`src/rtl/pc_sequencer.sv`:
```
// pc_sequencer: program-counter sequencer for the instruction fetch stage.
// Ports: CLK/resetl (clock, async active-low reset); startPC (boot address);
//   stall/halt (downstream backpressure, permanent stop); br_valid, br_pc,
//   br_imm, Branch, ALUZero, Uncondbranch (resolved branch from execute);
//   imem_ack/imem_req/imem_addr (instruction memory handshake);
//   CurrentPC (registered PC); instr_valid, redirect, fault (status outputs).
// Optional feature: define PC_ALIGN_CHECK_EN to trap taken branches whose
//   target is not 4-byte aligned in a sticky FAULT state.
module pc_sequencer (
  input  logic        CLK,
  input  logic        resetl,
  input  logic [63:0] startPC,
  input  logic        stall,
  input  logic        halt,
  input  logic        br_valid,
  input  logic [63:0] br_pc,
  input  logic [63:0] br_imm,
  input  logic        Branch,
  input  logic        ALUZero,
  input  logic        Uncondbranch,
  input  logic        imem_ack,
  output logic        imem_req,
  output logic [63:0] imem_addr,
  output logic [63:0] CurrentPC,
  output logic        instr_valid,
  output logic        redirect,
  output logic        fault
);

`ifdef PC_ALIGN_CHECK_EN
  typedef enum logic [2:0] {
    IDLE   = 3'd0,
    FETCH  = 3'd1,
    STALL  = 3'd2,
    HALTED = 3'd3,
    FAULT  = 3'd4
  } state_t;
`else
  typedef enum logic [1:0] {
    IDLE   = 2'd0,
    FETCH  = 2'd1,
    STALL  = 2'd2,
    HALTED = 2'd3
  } state_t;
`endif

  state_t      state, state_nxt;
  logic [63:0] pc, pc_nxt;
  logic        taken;
  logic [63:0] target;

  assign taken  = br_valid && (Uncondbranch || (Branch && ALUZero));
  // Word offset scaled to bytes; the top two immediate bits fall off, which
  // is the intended modulo-2^64 behaviour.
  assign target = br_pc + {br_imm[61:0], 2'b00};

  assign CurrentPC = pc;
  assign imem_addr = pc;

  always_ff @(posedge CLK or negedge resetl) begin
    if (!resetl) begin
      state <= IDLE;
      pc    <= 64'd0;
    end else begin
      state <= state_nxt;
      pc    <= pc_nxt;
    end
  end

  always_comb begin
    state_nxt   = state;
    pc_nxt      = pc;
    imem_req    = 1'b0;
    instr_valid = 1'b0;
    redirect    = 1'b0;
    fault       = 1'b0;
    case (state)
      IDLE: begin
        pc_nxt    = startPC;
        state_nxt = FETCH;
      end
      FETCH, STALL: begin
        imem_req = (state == FETCH);
        if (halt) begin
          // halt outranks a same-cycle branch: PC is frozen where it is.
          state_nxt = HALTED;
        end else if (taken) begin
          // Any same-cycle ack is dropped; the fetch restarts at target.
          redirect  = 1'b1;
          pc_nxt    = target;
          state_nxt = FETCH;
`ifdef PC_ALIGN_CHECK_EN
          if (target[1:0] != 2'b00) state_nxt = FAULT;
`endif
        end else if (state == FETCH) begin
          if (imem_ack) begin
            if (stall) begin
              // Word is not consumed; it will be re-fetched after the stall.
              state_nxt = STALL;
            end else begin
              instr_valid = 1'b1;
              pc_nxt      = pc + 64'd4;
            end
          end
        end else if (!stall) begin
          state_nxt = FETCH;
        end
      end
      HALTED: begin
        state_nxt = HALTED;
      end
`ifdef PC_ALIGN_CHECK_EN
      FAULT: begin
        fault     = 1'b1;
        state_nxt = FAULT;
      end
`endif
      default: begin
        state_nxt = IDLE;
      end
    endcase
  end

endmodule

```
`config.mk`:
```
export PLATFORM = sky130hd
export DESIGN_NAME = pc_sequencer
export DESIGN_NICKNAME = d
export VERILOG_FILES = /design/src/rtl/pc_sequencer.sv
export SDC_FILE = /design/constraint.sdc
export NUM_CORES = 1
export LEC_CHECK = 0
export CAP_MARGIN = 20
export CORE_UTILIZATION = 45
export CTS_CLUSTER_DIAMETER = 40
export DETAILED_ROUTE_END_ITERATION = 8
export HOLD_SLACK_MARGIN = 0.05
export PLACE_DENSITY = 0.91
export SETUP_SLACK_MARGIN = 0.2
export SYNTH_ARGS = -nofsm -noshare
export SYNTH_HDL_FRONTEND = slang
export SYNTH_SLANG_ARGS = --single-unit
```
`constraint.sdc`:
```
create_clock -name CLK -period 2.57 [get_ports CLK]
set_input_delay 0.3855 -clock CLK [delete_from_list [all_inputs] [get_ports CLK]]
set_output_delay 0.3855 -clock CLK [all_outputs]
set_load 0.05 [all_outputs]
```
==> impl_metrics.xml, run 1 <==
<?xml version="1.0" encoding="UTF-8"?>
<metrics>
  <group name="status">
    <metric name="status" unit="">did not finish</metric>
    <metric name="lastStage" unit="">global routing</metric>
    <metric name="error_message" unit="">[ERROR GRT-0232] Routing congestion too high. Check the congestion heatmap in the GUI.</metric>
  </group>
  <group name="floorplan">
    <metric name="die-height" unit="microns">144.0</metric>
    <metric name="num_rows" unit="">51</metric>
    <metric name="initial_core_util" unit="%">46.29</metric>
    <metric name="die_boundary_width" unit="microns">144.0</metric>
    <metric name="number_of_placed_i_o_pins" unit="">333</metric>
  </group>
  <group name="placement">
    <metric name="dp.final_hpwl" unit="microns">33280</metric>
    <metric name="numPortBuffers" unit="">329</metric>
    <metric name="placed_cell_area" unit="sq mm">0.01434</metric>
    <metric name="gpl.final_weighted_congestion" unit="">1.008</metric>
  </group>
  <group name="yosys">
    <metric name="synthFlopType" unit="">sky130_fd_sc_hd__dfrtp_1</metric>
    <metric name="async_reset_ff_share" unit="%">100.0</metric>
    <metric name="yosys.area.top_type" unit="">sky130_fd_sc_hd__dfrtp_1</metric>
    <metric name="synth_seq_area_share" unit="%">18.21</metric>
    <metric name="netlist_top_cells_count" unit="">132 x sky130_fd_sc_hd__a21oi_1, 127 x sky130_fd_sc_hd__nand2_1, 115 x sky130_fd_sc_hd__o21ai_0, 79 x sky130_fd_sc_hd__nor2_1, 66 x sky130_fd_sc_hd__dfrtp_1</metric>
    <metric name="post_synth_main_area_contributors" unit="">sky130_fd_sc_hd__dfrtp_1 18%, sky130_fd_sc_hd__ha_1 9.0%, sky130_fd_sc_hd__a21oi_1 7.3%</metric>
    <metric name="yosys.cell_types.count" unit="">84</metric>
    <metric name="post_synth.cell_area_avg" unit="sq um">7.349</metric>
    <metric name="syn_inst" unit="">1234</metric>
    <metric name="synthDominantCellAreaShare" unit="%">18.21</metric>
    <metric name="syn-cell-area" unit="sq mm">0.009069</metric>
    <metric name="syn_nets" unit="">1501</metric>
    <metric name="yosys.cell_count.top_type" unit="">sky130_fd_sc_hd__a21oi_1</metric>
    <metric name="synth_enable_flop_cells" unit="">0</metric>
    <metric name="synth.yosys.warnings" unit="">0</metric>
    <metric name="ys_seq_elements" unit="">66</metric>
  </group>
  <group name="grt">
    <metric name="global_route.usage.total" unit="%">80.55</metric>
    <metric name="grt_overflow" unit="">144</metric>
    <metric name="largest_net_degree_at_the_start_of_global_routing" unit="">39</metric>
  </group>
  <group name="cts">
    <metric name="cts_inserted_buffers" unit="">9</metric>
    <metric name="tritoncts_num_sinks" unit="">66</metric>
    <metric name="clockRootBuffer" unit="">sky130_fd_sc_hd__clkbuf_16</metric>
    <metric name="cts.path.max_buffers" unit="">2</metric>
    <metric name="clock_tree.htree_level_count" unit="">3</metric>
  </group>
  <group name="sta">
    <metric name="repair-timing-grt-worst-ep" unit="">CurrentPC[58]$_DFFE_PN0P_/D</metric>
    <metric name="timing.repair.worst_endpoint_type" unit="">register data pin</metric>
  </group>
</metrics>
[timing repair]
action,CTS
resized for setup,440
hold buffers,0
setup endpoints to repair,59
setup buffers,48
pin swaps,165
[per-stage QoR]
step                cells  worst slack, ps  TNS [ps]
global placement     1974           -819.4    -30420
floorplan            1234           -110.4    -539.4
CTS                  2038           -125.4     -1037
detailed placement   1974            -1020    -37650
[cell families after synthesis]
kind of cell               count (synthesis)  synth area share, %
AOI/OAI and AO/OA                        449                31.61
xor gates and xnor gates                  87                8.402
adders and majority gates                 66                9.189
buffers and inverters                    157                9.272
DFF                                       66                18.21
muxes                                      7               0.8002
other                                      1              0.04135
and+or+nand+nor                          401                22.48
[routing by layer]
| layer | track usage, % | GRT overflow |
|---|---|---|
| met5 | 44.61 | 0 |
| met4 | 85.11 | 69 |
| met2 | 93.69 | 67 |
| met3 | 69.48 | 4 |
| met1 | 78.01 | 4 |
==> run 2: changes to the inputs <==
CORE_UTILIZATION = 30   (was 45)
CTS_CLUSTER_DIAMETER = unset   (was 40)
HOLD_SLACK_MARGIN = unset   (was 0.05)
PLACE_DENSITY = unset   (was 0.91)
PLACE_DENSITY_LB_ADDON = 0.15   (was unset)
SETUP_SLACK_MARGIN = unset   (was 0.2)
==> run 2 against run 1 <==
Net effect: area after synthesis did not move; synthesized cell count did not move; the flow now finishes, with violations (negative setup slack).
==> impl_metrics.xml, run 2 <==
<?xml version="1.0" encoding="UTF-8"?>
<metrics>
  <group name="floorplan">
    <metric name="number_of_placed_i_o_pins" unit="">333</metric>
    <metric name="initial_core_util" unit="%">30.52</metric>
    <metric name="area_of_the_core" unit="sq mm">0.02972</metric>
    <metric name="die-area" unit="sq mm">0.03093</metric>
    <metric name="die_boundary_width" unit="microns">175.9</metric>
    <metric name="die-height" unit="microns">175.9</metric>
    <metric name="num_rows" unit="">63</metric>
  </group>
  <group name="sta">
    <metric name="finalSetupViolations" unit="">25</metric>
    <metric name="grt_setup_unrepaired" unit="">true</metric>
    <metric name="fin_worst_setup_slack" unit="ps">-220.0</metric>
    <metric name="timing.final.crit_share" unit="%">108.6</metric>
    <metric name="worst_pin_slew" unit="ps">616.3</metric>
    <metric name="hold_viol" unit="">0</metric>
    <metric name="fin_skew" unit="ps">6.694</metric>
    <metric name="final_period_demand_of_the_worst_path" unit="ps">2790</metric>
    <metric name="achievable-frequency" unit="MHz">358.4</metric>
    <metric name="slew_viol_final" unit="">0</metric>
    <metric name="timing.max_slew.rel_slack" unit="%">58.79</metric>
    <metric name="holdWs" unit="ps">12.73</metric>
  </group>
  <group name="placement">
    <metric name="numPortBuffers" unit="">329</metric>
    <metric name="dp.final_hpwl" unit="microns">32870</metric>
    <metric name="placed_cell_area" unit="sq mm">0.01484</metric>
    <metric name="gpl.final_weighted_congestion" unit="">0.8617</metric>
    <metric name="placed_cells" unit="">2157</metric>
  </group>
  <group name="status">
    <metric name="violations_in_the_final_reports" unit="">negative setup slack</metric>
    <metric name="status" unit="">finished with violations</metric>
  </group>
  <group name="yosys">
    <metric name="synth_enable_flop_cells" unit="">0</metric>
    <metric name="synthDominantCellAreaShare" unit="%">18.21</metric>
    <metric name="syn_nets" unit="">1501</metric>
    <metric name="post_synth.cell_area_avg" unit="sq um">7.349</metric>
    <metric name="post_synth_main_area_contributors" unit="">sky130_fd_sc_hd__dfrtp_1 18%, sky130_fd_sc_hd__ha_1 9.0%, sky130_fd_sc_hd__a21oi_1 7.3%</metric>
    <metric name="synth.yosys.warnings" unit="">0</metric>
    <metric name="synth_xor_area_share" unit="%">8.402</metric>
    <metric name="synth_adder_area_share" unit="%">9.189</metric>
    <metric name="syn-cell-area" unit="sq mm">0.009069</metric>
    <metric name="share_of_the_synthesized_area_in_compound_gates_ao_oa_aoi_oai" unit="%">31.61</metric>
    <metric name="ys_seq_elements" unit="">66</metric>
    <metric name="yosys.cell_count.top_type" unit="">sky130_fd_sc_hd__a21oi_1</metric>
    <metric name="synth.mux.area_fraction" unit="%">0.8002</metric>
    <metric name="synth_simple_gate_area_share" unit="%">22.48</metric>
    <metric name="synth_seq_area_share" unit="%">18.21</metric>
    <metric name="synth_top_family_by_area" unit="">compound AO/OA/AOI/OAI gates</metric>
    <metric name="synthFlopType" unit="">sky130_fd_sc_hd__dfrtp_1</metric>
    <metric name="yosys.area.top_type" unit="">sky130_fd_sc_hd__dfrtp_1</metric>
    <metric name="netlist_top_cells_count" unit="">132 x sky130_fd_sc_hd__a21oi_1, 127 x sky130_fd_sc_hd__nand2_1, 115 x sky130_fd_sc_hd__o21ai_0, 79 x sky130_fd_sc_hd__nor2_1, 66 x sky130_fd_sc_hd__dfrtp_1</metric>
    <metric name="yosys.cell_types.count" unit="">84</metric>
    <metric name="syn_inst" unit="">1234</metric>
    <metric name="async_reset_ff_share" unit="%">100.0</metric>
  </group>
  <group name="worst_setup_path">
    <metric name="worst_setup_path_start_kind" unit="">input port</metric>
    <metric name="required" unit="ps">2770</metric>
    <metric name="regToRegEndpoint" unit="">CurrentPC[54]</metric>
    <metric name="rrSetupSlack" unit="ps">-40</metric>
    <metric name="r2r.worst_path.cells" unit="">10</metric>
    <metric name="endpoint_kind" unit="">flop</metric>
    <metric name="timing_worst_setup_path_type" unit="">input port to flop</metric>
    <metric name="worst-endpoint-arrival" unit="ps">2990</metric>
    <metric name="worst-path-max-fanout" unit="">4</metric>
    <metric name="worstReg2RegStart" unit="">CurrentPC[25]</metric>
  </group>
  <group name="power_and_ir_drop">
    <metric name="power.ir.vdd_worst" unit="mV">0.5465</metric>
    <metric name="power_switching_share" unit="%">54.63</metric>
    <metric name="total_power" unit="mW">15.60</metric>
    <metric name="power.share.clock" unit="%">8.1</metric>
    <metric name="share_comb_of_total_power" unit="%">79.1</metric>
    <metric name="leakagePower" unit="nW">7.423</metric>
    <metric name="internal_power" unit="mW">7.076</metric>
    <metric name="power.sequential.fraction" unit="%">12.7</metric>
    <metric name="powerDensity" unit="mW/mm^2">918.3</metric>
    <metric name="net-switching-power" unit="mW">8.521</metric>
  </group>
  <group name="worst_hold_path">
    <metric name="hp-class" unit="">input port to asynchronous set/reset pin</metric>
  </group>
  <group name="detailed_routing">
    <metric name="via_count" unit="">11750</metric>
    <metric name="detail_route.drc_violations" unit="">0</metric>
    <metric name="detailedRoute.firstIterationViolations" unit="">686</metric>
    <metric name="first_pass_detailed_route_iteration_total" unit="">8</metric>
    <metric name="wl" unit="microns">41930</metric>
    <metric name="drt.antenna.violating_nets" unit="">0</metric>
    <metric name="routed_length_per_instance" unit="microns">18.88</metric>
    <metric name="route.detailed.vias_per_inst" unit="">5.289</metric>
  </group>
  <group name="cells_and_area">
    <metric name="largest_register_ffs" unit="">64</metric>
    <metric name="fin_nets" unit="">2093</metric>
    <metric name="drive_gt1_share" unit="%">37.30</metric>
    <metric name="layout_commonest_cell" unit="">sky130_fd_sc_hd__buf_4</metric>
    <metric name="area_growth_syn_to_layout" unit="%">87.29</metric>
    <metric name="final_design_area_no_fill" unit="sq mm">0.01699</metric>
    <metric name="final_cell_mix" unit="">355 x sky130_fd_sc_hd__buf_4, 226 x sky130_fd_sc_hd__clkdlybuf4s50_1, 117 x sky130_fd_sc_hd__nand2_1</metric>
    <metric name="n_antenna_cell" unit="">0</metric>
    <metric name="final-instance-count-excl-fill" unit="">2221</metric>
  </group>
  <group name="grt">
    <metric name="grt_antenna_before_repair" unit="">0</metric>
    <metric name="number_of_global_route_vias_before_repair" unit="">11390</metric>
    <metric name="global_route.usage.total" unit="%">26.19</metric>
    <metric name="grt_pass1_wl" unit="microns">63200</metric>
    <metric name="largest_net_degree_at_the_start_of_global_routing" unit="">67</metric>
    <metric name="grt_overflow" unit="">0</metric>
  </group>
  <group name="cts">
    <metric name="clk_pin_slew_worst_paths" unit="ps">60</metric>
    <metric name="cts.path.max_buffers" unit="">2</metric>
    <metric name="clock_tree.htree_level_count" unit="">3</metric>
    <metric name="worst_skew_pair.late_latency" unit="ps">340</metric>
    <metric name="clock_tree_from_tritoncts" unit="">built</metric>
    <metric name="tritoncts_num_sinks" unit="">66</metric>
    <metric name="clockRootBuffer" unit="">sky130_fd_sc_hd__clkbuf_16</metric>
    <metric name="cts_inserted_buffers" unit="">9</metric>
  </group>
  <group name="run">
    <metric name="drv.max_cap_violation_count" unit="">0</metric>
  </group>
</metrics>
[run 2: worst max path at each step]
stage                    end  startpoint  slack [ps]
2_1_floorplan  CurrentPC[42]    br_pc[2]        -110
3_3_place_gp   CurrentPC[60]    br_pc[2]        -960
3_5_place_dp   CurrentPC[60]   br_pc[39]       -1020
4_1_cts        CurrentPC[42]   br_imm[0]        -180
5_1_grt        CurrentPC[18]   br_imm[0]        -290
6_report       CurrentPC[49]   br_imm[0]        -220
[run 2: stage by stage]
stage	util (%)	setup TNS [ps]	worst slack [ps]
finish	57.16	-2571	-220.0
global placement	49.94	-37550	-956.4
floorplan	-	-509.6	-110.9
global route	57.16	-5058	-285.3
detailed placement	49.94	-39680	-1016
CTS	54.62	-852.7	-180.4
[run 2: metal layers]
metal | up-vias | track usage, % | wire [microns]
met5 | - | 0 | 0
met4 | 0 | 7.500 | 948
met3 | 52 | 2.446 | 2047
met2 | 404 | 43.61 | 19940
met1 | 5604 | 35.73 | 18990
li1 | 5686 | - | -
[run 2: cell type report]
class | count | area [sq um]
Fill cell | 2746 | 12730
Multi-Input combinational cell | 1011 | 8182
Timing Repair Buffer | 713 | 6247
Sequential cell | 66 | 1677
Tap cell | 390 | 488.0
Clock buffer | 12 | 246.5
Inverter | 25 | 93.84
Clock inverter | 4 | 51.30
[run 2: worst max-delay path, stage by stage]
cell and delay [ps]:
sky130_fd_sc_hd__buf_6 100, sky130_fd_sc_hd__ha_4 170, sky130_fd_sc_hd__buf_4 130, sky130_fd_sc_hd__buf_6 110
sky130_fd_sc_hd__a211oi_4 270, sky130_fd_sc_hd__o21bai_4 110, sky130_fd_sc_hd__o211ai_4 290, sky130_fd_sc_hd__a31oi_4 150
sky130_fd_sc_hd__o21a_1 220, sky130_fd_sc_hd__a21o_1 230, sky130_fd_sc_hd__a311oi_4 350, sky130_fd_sc_hd__nor3_2 90
sky130_fd_sc_hd__a31oi_1 210, sky130_fd_sc_hd__o221ai_1 150
[run 2: what timing repair did]
action / in CTS / in global routing
pin swaps: 130 / 119
hold buffers: 0 / 0
setup endpoints to repair: 50 / 38
resized for setup: 291 / 181
buffers inserted: 31 / 22
[run 2: power groups by stage]
stage	Combinational, mW	Clock, mW	Sequential [mW]
6_report	12.3	1.27	1.98
2_1_floorplan	5.53	0	3.78
3_5_place_dp	11.7	0	1.98
3_3_place_gp	11.6	0	1.98
5_1_grt	13.1	1.32	2.06
4_1_cts	12.0	1.29	1.96
[run 2: kinds of logic after synthesis]
family / after synthesis
flops: 66
compound gates: 449
xor+xnor: 87
other cells: 1
buf+inv: 157
mux: 7
simple gates: 401
fa+ha+maj: 66
(Power assumes the default switching activity.)
